$ cat src/rtl/quad_decoder.sv
// Quadrature encoder front end: sync, glitch filter, decode, button counters.
// Define QDEC_ERR_EN to build illegal-transition detection (err, err_cnt).
module quad_decoder #(
   parameter int CNT_W    = 16,
   parameter int BTN_W    = 8,
   parameter int FILT     = 4,
   parameter int BTN_FILT = 16,
   parameter int X4       = 1,
   parameter int WRAP     = 1
) (
   input  logic             clk,
   input  logic             rst,
   input  logic             p1,
   input  logic             p2,
   input  logic             btn,
   input  logic             clr,
   output logic [CNT_W-1:0] spin,
   output logic             step,
   output logic             dir,
   output logic             err,
   output logic [7:0]       err_cnt,
   output logic             btn_level,
   output logic [BTN_W-1:0] btndowns,
   output logic [BTN_W-1:0] btnups
);

   localparam int FW  = $clog2(FILT + 1);
   localparam int BFW = $clog2(BTN_FILT + 1);
   localparam logic [CNT_W-1:0] L_MAX = {1'b0, {(CNT_W-1){1'b1}}};
   localparam logic [CNT_W-1:0] L_MIN = {1'b1, {(CNT_W-1){1'b0}}};

   logic [1:0]       r_p_meta;
   logic [1:0]       r_p_sync;
   logic             r_b_meta;
   logic             r_b_sync;

   logic [1:0]       r_p_cand;
   logic [FW-1:0]    r_p_cnt;
   logic [1:0]       r_f;
   logic [1:0]       r_prev;
   logic             r_b_cand;
   logic [BFW-1:0]   r_b_cnt;
   logic             r_btn_level;
   logic             r_btn_last;

   logic [CNT_W-1:0] r_spin;
   logic             r_step;
   logic             r_dir;
   logic [BTN_W-1:0] r_downs;
   logic [BTN_W-1:0] r_ups;

   logic [FW-1:0]    w_p_run;
   logic             w_p_take;
   logic [BFW-1:0]   w_b_run;
   logic             w_b_take;
   logic             w_up;
   logic             w_dn;
   logic             w_cnt_up;
   logic             w_cnt_dn;
   logic [CNT_W-1:0] w_spin_nx;

   // Synchronisers run through reset so filters can preload cleanly.
   always_ff @(posedge clk) begin
      r_p_meta <= {p1, p2};
      r_p_sync <= r_p_meta;
      r_b_meta <= btn;
      r_b_sync <= r_b_meta;
   end

   always_comb begin
      w_p_run = FW'(1);
      if (r_p_sync == r_p_cand) begin
         if (r_p_cnt == FW'(FILT))
            w_p_run = r_p_cnt;
         else
            w_p_run = r_p_cnt + FW'(1);
      end
   end

   assign w_p_take = (r_p_sync != r_f) &&
                     (w_p_run == FW'(FILT));

   always_comb begin
      w_b_run = BFW'(1);
      if (r_b_sync == r_b_cand) begin
         if (r_b_cnt == BFW'(BTN_FILT))
            w_b_run = r_b_cnt;
         else
            w_b_run = r_b_cnt + BFW'(1);
      end
   end

   assign w_b_take = (r_b_sync != r_btn_level) &&
                     (w_b_run == BFW'(BTN_FILT));

   always_ff @(posedge clk) begin
      if (!rst) begin
         r_p_cand    <= r_p_sync;
         r_p_cnt     <= '0;
         r_f         <= r_p_sync;
         r_prev      <= r_p_sync;
         r_b_cand    <= r_b_sync;
         r_b_cnt     <= '0;
         r_btn_level <= r_b_sync;
         r_btn_last  <= r_b_sync;
      end else begin
         r_p_cand   <= r_p_sync;
         r_p_cnt    <= w_p_run;
         r_prev     <= r_f;
         r_b_cand   <= r_b_sync;
         r_b_cnt    <= w_b_run;
         r_btn_last <= r_btn_level;
         if (w_p_take)
            r_f <= r_p_sync;
         if (w_b_take)
            r_btn_level <= r_b_sync;
      end
   end

   always_comb begin
      w_up = 1'b0;
      w_dn = 1'b0;
      case ({r_prev, r_f})
         4'b0001, 4'b0111,
         4'b1110, 4'b1000: w_up = 1'b1;
         4'b0010, 4'b1011,
         4'b1101, 4'b0100: w_dn = 1'b1;
         default: ;
      endcase
   end

   assign w_cnt_up = w_up &&
      ((X4 != 0) || ({r_prev, r_f} == 4'b1000));
   assign w_cnt_dn = w_dn &&
      ((X4 != 0) || ({r_prev, r_f} == 4'b0100));

   always_comb begin
      w_spin_nx = r_spin;
      if (w_cnt_up) begin
         if (!((WRAP == 0) && (r_spin == L_MAX)))
            w_spin_nx = r_spin + 1'b1;
      end else if (w_cnt_dn) begin
         if (!((WRAP == 0) && (r_spin == L_MIN)))
            w_spin_nx = r_spin - 1'b1;
      end
   end

   always_ff @(posedge clk) begin
      if (!rst) begin
         r_spin  <= '0;
         r_step  <= 1'b0;
         r_dir   <= 1'b0;
         r_downs <= '0;
         r_ups   <= '0;
      end else if (clr) begin
         r_spin  <= '0;
         r_step  <= 1'b0;
         r_downs <= '0;
         r_ups   <= '0;
      end else begin
         r_spin <= w_spin_nx;
         r_step <= w_cnt_up | w_cnt_dn;
         if (w_cnt_up | w_cnt_dn)
            r_dir <= w_cnt_up;
         if (r_btn_level && !r_btn_last)
            r_downs <= r_downs + 1'b1;
         if (!r_btn_level && r_btn_last)
            r_ups <= r_ups + 1'b1;
      end
   end

`ifdef QDEC_ERR_EN
   logic       w_ill;
   logic       r_err;
   logic [7:0] r_err_cnt;

   assign w_ill = ((r_f ^ r_prev) == 2'b11);

   always_ff @(posedge clk) begin
      if (!rst || clr) begin
         r_err     <= 1'b0;
         r_err_cnt <= '0;
      end else begin
         r_err <= w_ill;
         if (w_ill && (r_err_cnt != 8'hFF))
            r_err_cnt <= r_err_cnt + 8'd1;
      end
   end

   assign err     = r_err;
   assign err_cnt = r_err_cnt;
`else
   assign err     = 1'b0;
   assign err_cnt = 8'd0;
`endif

   assign spin      = r_spin;
   assign step      = r_step;
   assign dir       = r_dir;
   assign btn_level = r_btn_level;
   assign btndowns  = r_downs;
   assign btnups    = r_ups;

endmodule
$ cat config.mk
export PLATFORM = sky130hd
export DESIGN_NAME = quad_decoder
export DESIGN_NICKNAME = d
export VERILOG_FILES = /design/src/rtl/quad_decoder.sv
export SDC_FILE = /design/constraint.sdc
export NUM_CORES = 1
export LEC_CHECK = 0
export BUFFER_PORTS_ARGS = -buffer_cell sky130_fd_sc_hd__buf_2
export CAP_MARGIN = 0
export CORE_ASPECT_RATIO = 1.25
export CORE_MARGIN = 5
export CORE_UTILIZATION = 45
export CTS_CLUSTER_DIAMETER = 120
export DETAILED_ROUTE_END_ITERATION = 12
export GPL_TIMING_DRIVEN = 0
export PLACE_DENSITY = 0.66
export SYNTH_ARGS = -nofsm -noshare
export SYNTH_HDL_FRONTEND = slang
export SYNTH_SLANG_ARGS = --single-unit
$ cat constraint.sdc
create_clock -name clk -period 8.85 [get_ports clk]
set_input_delay 0.885 -clock clk [delete_from_list [all_inputs] [get_ports clk]]
set_output_delay 0.885 -clock clk [all_outputs]
set_load 0.005 [all_outputs]
==> run summary <==
Final setup violating endpoints: 0
Synth warn: 0
Die Wd: 83.5 um
DRT iter0 DRCs: 107
ANT cells: 0
Overall Global Routing Usage: 0.161
Max Transition Viols Final: 0
Antenna Violating Nets Remaining: 0
Reg clk slew, reported paths: 0.07 ns
Share of cells above drive strength 1: 0.192
Cts repair resizes: 0
Filler cell count: 617
Final WL: 6.49 mm
Initial antenna violation count: 0
Post-DP HPWL: 4.74 mm
Largest net degree at the start of global routing: 19
Worst hold path class: reg2reg
Layout area overhead: 17.9%
Clock network fraction of total power: 0.331
Vias per cell: 5.19
Psw: 248 uW
Crit path max fanout: 18
Leakage: 0.00164 uW
Postcts setup bufs: 0
Count of different cell masters after synthesis: 49
Worst Path Arrival: 3.63 ns
Final period util: 0.380
Cell row count: 33
Top FF cell, synth: dfxtp_1
Setup TNS: 0 ns
Vias in the first global route: 2,481
Register area share after synthesis: 0.386
Post-synthesis register bit count: 57
Internal power: 510 uW
Critical Setup Path Class: reg2reg
Area contributors post-synth: dfxtp_1 36%, ha_1 8.2%, xor2_1 5.2%, xnor2_1 4.3%, a21oi_1 4.1%
Max-cap violations: 0
Crit path required time: 9.11 ns
Tmin final: 3.37 ns
Sequential power share: 0.381
Final Non-Filler Cells: 493
Switch share: 0.328
Worst Skew: 0.0106 ns
Die ar.: 0.00850 mm^2
Initial core utilization: 0.463
Top-area cell type share of the netlist area: 0.356
Cells after synthesis: 342
Combinational share of power: 0.288
GPL Wtd Cong: 0.836
Clock buffer depth: 2
Worst reg2reg setup slack: 5.48 ns
DRC: 0
Core area: 0.00657 mm^2
Vias: 2,557
CTS Hold Buffers Added: 0
Layout net count: 428
TritonRoute pass-1 iters: 4
Port bufs: 40
Unrepaired setup endpoints after global routing: false
EDFF count, synth: 3
Clock tree from TritonCTS: built
# H-tree levels: 3
Congestion Overflow GR: 0
Clock latency on the worst-skew pair: 0.34 ns
Yosys top cell by area: dfxtp_1
CTS Root Cell: clkbuf_8
Relative slew margins: 0.540
Synth async-reset ratio: 0
Maximum vdd drop: 111 uV
Hold Fails Final Rpt: 0
Worst setup EP type: flip-flop
Mean Syn Cell Area: 8.88 um^2
Max Fclk: 0.297 GHz
Placed cell count: 477
Top Ports: 50
Netlist Area Pre-Place: 0.00304 mm^2
Status: completed
CTS buffer count: 9
Global-route wire length before repair: 11.2 mm
CP startpoint kind: flip-flop
Die Ht: 102 um
Worst-Margin Slew: 0.688 ns
Pwr dens: 212 mW/mm^2
WL/cell: 13.2 um
CTS sink cnt: 57
## stage by stage
step	setup slack, ns	area (um^2)	total power [uW]	util	hold WS [ns]
final	5.48	3580	758	0.545	0.325
after global routing	5.16	3580	805	0.545	0.345
after CTS	5.48	3580	763	0.545	0.328
after detailed placement	5.50	3380	511	0.514	0.313
after global placement	5.56	3380	506	0.514	0.311
after floorplan	6.01	3070	461	-	0.310
## synth_stat cells, types with 4 or more instances
cell type and instances:
nand3_1 17, buf_4 9, xor2_1 18, o21ai_0 14, nand4_1 9, nor3_1 7
a31oi_1 5, nor2_1 31, inv_1 7, xnor2_1 15, and3_1 7, a21o_1 8
and2_1 4, clkbuf_1 7, nand2_1 31, a21oi_1 25, dfxtp_1 54, ha_1 20
mux2i_1 4
## state kept, by name, summed over array words and instances, names as in the netlist, 2 cells and up
register,flops
btndowns,8
btnups,8
r_b_cnt,5
r_f,2
r_p_cand,2
r_p_cnt,3
r_p_meta,2
r_p_sync,2
r_prev,2
spin,16
## placed cells by master, fill, tap and decap left out, types with 8 or more instances in the layout
cell type,count
clkbuf_8,10
buf_2,43
dfxtp_1,54
conb_1,9
nor2_1,31
o21ai_0,14
buf_4,9
nand2_1,31
a21oi_1,25
xor2_1,18
ha_1,20
nand4_1,9
xnor2_1,15
nand3_1,17
a21o_1,8
## power by group through the flow
stage / combinational, uW / sequential, uW / clock (uW)
final: 219 / 288 / 251
after global routing: 246 / 291 / 269
after global placement: 212 / 293 / 0
after detailed placement: 217 / 294 / 0
after CTS: 218 / 289 / 257
after floorplan: 168 / 293 / 0
## critical path: stages (launching register included)
cell	delay, ns
edfxtp_1	0.44
xnor2_1	0.30
nand2_1	0.49
ha_1	0.49
a211o_1	0.32
a211o_1	0.28
a21oi_1	0.35
a21boi_1	0.12
a311oi_1	0.26
mux2i_1	0.24
## area by class of cell
| cell class | instances | area (um^2) | area share |
|---|---|---|---|
| Buffer | 23 | 139 | 0.0388 |
| Sequential cell | 57 | 1170 | 0.327 |
| Clock inverter | 6 | 66.3 | 0.0185 |
| Tap cell | 87 | 109 | 0.0304 |
| Clock buffer | 10 | 138 | 0.0384 |
| Multi-Input combinational cell | 263 | 1730 | 0.484 |
| Inverter | 7 | 26.3 | 0.00734 |
| Timing Repair Buffer | 40 | 200 | 0.0559 |
## routing by layer
metal / wire [um] / up-vias / GRT usage
li1: - / 1304 / -
met1: 2810 / 1202 / 0.183
met2: 3320 / 42 / 0.290
met3: 264 / 9 / 0.0435
met4: 97 / 0 / 0.0681
met5: 0 / - / 0
## cells by family (layout without fill, tap and decap cells)
| logic type | Yosys count | count (layout) | share of synthesized area |
|---|---|---|---|
| AO/OA/AOI/OAI | 69 | 69 | 0.147 |
| XOR/XNOR | 34 | 34 | 0.100 |
| buffers and inverters | 30 | 86 | 0.0544 |
| adder cells (fa/ha/maj) | 21 | 21 | 0.0890 |
| other | 1 | 9 | 0.00123 |
| multiplexers | 7 | 7 | 0.0243 |
| flip-flops | 57 | 57 | 0.386 |
| AND/OR/NAND/NOR | 123 | 123 | 0.198 |
## worst paths after layout
kind                                from  endpoint  cells after the start
worst max-delay path              r_f[1]  spin[15]                      9
worst min-delay path            r_b_meta  r_b_sync                      0
worst min register to register  r_b_meta  r_b_sync                      0
worst max register to register    r_f[1]  spin[15]                      9
Note: power is estimated with default switching activity, not from simulation.
